$ cat config.mk
export PLATFORM = sky130hd
export DESIGN_NAME = fetch_stage
export DESIGN_NICKNAME = d
export VERILOG_FILES = /design/src/rtl/fetch_stage.sv
export SDC_FILE = /design/constraint.sdc
export NUM_CORES = 1
export LEC_CHECK = 0
export BUFFER_PORTS_ARGS = -buffer_cell sky130_fd_sc_hd__clkbuf_2
export CAP_MARGIN = 20
export CORE_MARGIN = 8
export CORE_UTILIZATION = 25
export DETAILED_ROUTE_END_ITERATION = 16
export PLACE_DENSITY = 0.47
export SLEW_MARGIN = 20
export SYNTH_ARGS = -nofsm -noshare
export SYNTH_HDL_FRONTEND = slang
export SYNTH_SLANG_ARGS = --single-unit
$ cat constraint.sdc
create_clock -name clk -period 4.05 [get_ports clk]
set_clock_uncertainty 0.05 [all_clocks]
set_input_delay 0.405 -clock clk [delete_from_list [all_inputs] [get_ports clk]]
set_output_delay 0.405 -clock clk [all_outputs]
set_load 0.005 [all_outputs]
$ cat src/rtl/fetch_stage.sv
// Instruction-fetch stage: sequential PC generation, one-cycle-latency SRAM reads,
// and a 2-entry {PC, Inst} queue presented to decode via valid/ready.
module fetch_stage #(
    parameter logic [31:0] RESET_PC = 32'h1c000000
) (
    input  logic        clk,
    input  logic        reset,
    output logic        inst_sram_en,
    output logic [31:0] inst_sram_addr,
    input  logic [31:0] inst_sram_rdata,
    input  logic        redirect_valid,
    input  logic [31:0] redirect_pc,
    output logic [31:0] Inst,
    output logic [31:0] PC,
    output logic        right_valid,
    input  logic        right_ready
);

    logic [31:0] pc_req;
    logic [31:0] pc_inflight;
    logic        inflight;
    logic        kill;

    logic [31:0] q_pc   [2];
    logic [31:0] q_inst [2];
    logic        rd_ptr;
    logic        wr_ptr;
    logic [1:0]  count;

    logic        pop;
    logic        push;
    logic [2:0]  occupancy;

    // Occupancy counts queued entries plus the response still in flight, so the
    // queue can never overflow when that response lands.
    always_comb begin
        right_valid    = (count != 2'd0);
        pop            = right_valid & right_ready;
        push           = inflight & ~kill & ~redirect_valid;
        occupancy      = {1'b0, count} + {2'b00, inflight};
        inst_sram_en   = reset & ~redirect_valid &
                         ((occupancy < 3'd2) | ((occupancy == 3'd2) & pop));
        inst_sram_addr = {pc_req[31:2], 2'b00};
        Inst           = right_valid ? q_inst[rd_ptr] : '0;
        PC             = right_valid ? q_pc[rd_ptr]   : '0;
    end

    always_ff @(posedge clk) begin
        if (!reset) begin
            pc_req      <= RESET_PC;
            pc_inflight <= '0;
            inflight    <= 1'b0;
            kill        <= 1'b0;
            rd_ptr      <= 1'b0;
            wr_ptr      <= 1'b0;
            count       <= '0;
        end else if (redirect_valid) begin
            pc_req   <= {redirect_pc[31:2], 2'b00};
            inflight <= 1'b0;
            kill     <= 1'b0;
            rd_ptr   <= 1'b0;
            wr_ptr   <= 1'b0;
            count    <= '0;
        end else begin
            inflight <= inst_sram_en;
            if (inst_sram_en) begin
                pc_req      <= pc_req + 32'd4;
                pc_inflight <= pc_req;
            end
            if (push) begin
                wr_ptr <= ~wr_ptr;
            end
            if (pop) begin
                rd_ptr <= ~rd_ptr;
            end
            count <= count + {1'b0, push} - {1'b0, pop};
        end
    end

    // Payload storage needs no reset: outputs are masked by count.
    always_ff @(posedge clk) begin
        if (reset && push) begin
            q_pc[wr_ptr]   <= pc_inflight;
            q_inst[wr_ptr] <= inst_sram_rdata;
        end
    end

    always_ff @(posedge clk) begin
        if (reset && push) begin
            assert (count != 2'd2);
        end
    end

endmodule

==> results.cfg <==
[clock_network]
clock-sinks = 190
clk_pin_slew_ns = 0.07
cts_buffers = 17
cts_tree = built
post_cts.repair.setup_buffers = 0
clock_path_buffers = 2
cts-htree-levels = 4
cts.root.buffer_cell = clkbuf_16
ctsHoldBuffers = 0
postCtsResizedCells = 0
clock_insertion_delay_worst_skew_ns = 0.42

[yosys]
synth.avg_cell_area_um2 = 11.8
synth_cells = 654
ys_types = 48
synth_simple_gate_area_share_pct = 15.1
synth-seq-cells = 190
yosys_warnings = 0
synth.area.mux_share_pct = 8.30
synth_xor_area_share_pct = 1.70
synth_top_family_by_area = simple AND/OR/NAND/NOR gates
synth_edf_count = 124
synth_ff_type = edfxtp_1
synth_compound_area_share_pct = 5.69
syn_area_um2 = 7720
synth_async_sr_flop_share_pct = 0
yosysSeqAreaShare_pct = 65.3
synth_fa_ha_area_share_pct = 0.972

[drt]
wl_per_cell_um = 18.2
first_pass_iters = 4
drtIter0Drc = 285
drc = 0
postRouteAntennaNets = 0
routed_wl_um = 22000
vias = 5479
viasPerCell = 4.52

[placement]
pre_cts_ws_ns = 1.16
place_hpwl_um = 14500
gp_congestion = 0.727
dp.cells = 1181
portBuffers = 159

[setup_path]
slowest_delay_ns = 0.42
start_kind = flop
cp_common_cell = ha_1
cp-startpoint = inflight
cp-end-kind = primary output
path_class = reg2out
critPathSlowestCell = dfxtp_1
crit_family = buffers and inverters
critPathRequiredTime_ns = 3.60
worst-path-buf-inv = 4
path_cells = ha_1, inv_1, ha_1, nor4bb_1, a31oi_4, clkinv_1, buf_4, clkbuf_2
cp_max_fo = 35
arrival_ns = 2.78
r2r_start = inflight

[run_status]
status = finished, final reports clean

[timing]
worst_slack_ns = 0.812
setup-tns-final_ns = 0
finalSetupViolCount = 0
drv_slew = 0
slew_headroom_pct = 31.0
timing.final.crit_period_ns = 3.24
final-hold-violation-count = 0
worstMarginPinSlew_ns = 1.03
fmaxAchievable_ghz = 0.309
rsz0062_at_grt = no
post-route-period-util_pct = 80.0

[power_and_ir_drop]
p_int_uw = 3260
power_density_nw_per_um2 = 435
p_seq_share_pct = 51.6
p_comb_share_pct = 5.6
switching_share_pct = 22.4
power.net_switching_uw = 938
p_leak_uw = 0.00361
clock_power_share_pct = 42.8
max-vdd-ir-drop_mv = 0.250

[cells_and_area]
fin_nets = 878
layout.cells.non_filler = 1213
final_common_cell = clkbuf_2
multiInputGateArea_um2 = 2500
num_antenna_cells = 0
layout_common_cells = clkbuf_2, edfxtp_1, nand2_1, nor2_1, dfxtp_1
syn_to_final_growth_pct = 24.7
regArea_um2 = 5050
n_fill_cell = 3153
layout-drive-gt1-share_pct = 25.5

[min_path]
holdCritStartpoint = inst_sram_rdata[25]
hold_path.class = in2reg

[job]
max_cap_violations = 0

[global_routing]
antenna_found_initial = 0
overflow = 0
grt_pass1_vias = 5550
grt.total_usage_pct = 11.9
grt_pass1_wl_um = 33400
grt_max_degree = 63

[floorplan]
fp-row-count = 64
die_w_um = 192
floorplan.initialDensity_pct = 25.3
core_um2 = 30500
die_y_um = 192
ios = 166
die-area_um2 = 36800
-- worst register-to-register path, delay by kind of cell (launching register included) --
kind / cells / cell delay, ns
fa+ha+maj: 2 / 0.50
buf+inv: 2 / 0.33
simple gates: 3 / 0.88
flops: 1 / 0.42
compound gates: 1 / 0.30
mux: 1 / 0.23
-- synth_stat cells, types with 2 or more instances --
library cell,count,area (µm²)
a311oi_1,2,17.5
ha_1,6,75.1
xnor2_1,8,70.1
o211ai_1,6,45.0
or3_1,5,31.3
dfxtp_1,66,1320
mux2i_1,64,641
a31oi_1,5,31.3
and2_1,2,12.5
o21ai_0,15,75.1
nand4_1,10,62.6
inv_1,10,37.5
nor2b_1,3,18.8
and3_1,7,43.8
o311ai_0,5,43.8
nand3_1,42,210
nor2_1,78,293
nor4_1,8,50.1
buf_4,4,30.0
a21oi_1,28,140
clkbuf_1,28,105
xor2_1,7,61.3
edfxtp_1,124,3720
a41oi_1,2,17.5
a22oi_1,2,15.0
nor3_1,9,45.0
buf_1,9,33.8
nand3b_1,2,15.0
nand2_1,78,293
-- kinds of logic after synthesis --
group,count (synthesis)
AOI/OAI and AO/OA,71
xor gates and xnor gates,15
adders and majority gates,6
buffers and inverters,53
DFF,190
muxes,64
other,1
and+or+nand+nor,254
-- state kept, by name, indices dropped and copies added, names as in the netlist, named ones only --
signal,count
wr_ptr,1
rd_ptr,1
pc_req,30
inflight,1
count,2
q_pc,60
pc_inflight,30
q_inst,64
-- power by group through the flow --
stage	Sequential [µW]	Clock [µW]	Combinational, µW
after global placement	2200	0	239
after floorplan	2190	0	122
after detailed placement	2210	0	241
after CTS	2160	1860	242
final	2160	1800	235
after global routing	2170	1950	264
-- metrics by stage --
step | power (µW) | hold WS (ns) | util [%] | instance area, µm²
floorplan | 2310 | 0.375 | - | 7730
global placement | 2440 | 0.384 | 29.5 | 9000
detailed placement | 2450 | 0.391 | 29.5 | 9000
CTS | 4270 | 0.0926 | 31.6 | 9630
global route | 4380 | 0.0907 | 31.6 | 9630
finish | 4190 | 0.125 | 31.6 | 9630
-- routing by layer --
layer | GRT usage, % | wire length, µm | vias up
met5 | 0 | 0 | -
met4 | 3.55 | 277 | 0
met3 | 2.72 | 1170 | 21
met2 | 19.3 | 10400 | 154
met1 | 15.6 | 10200 | 2648
li1 | - | - | 2656
-- path summary, 6_finish.rpt --
| check | end | slack [ns] | cells past startpoint |
|---|---|---|---|
| max | inst_sram_en | 0.81 | 8 |
| min reg2reg | q_pc[0][15] | 0.40 | 0 |
| min | q_inst[1][25] | 0.13 | 1 |
| max reg2reg | pc_req[29] | 1.25 | 9 |
-- cell type report --
cell class                 count  area share, %
sequential                   190           52.4
clock buffer                  22           5.04
inverter                      11          0.429
tap                          396           5.14
multi-input combinational    414           26.0
clock inverter                10           1.49
timing repair buffer         170           9.51
Power figures use the tool's default switching activity.
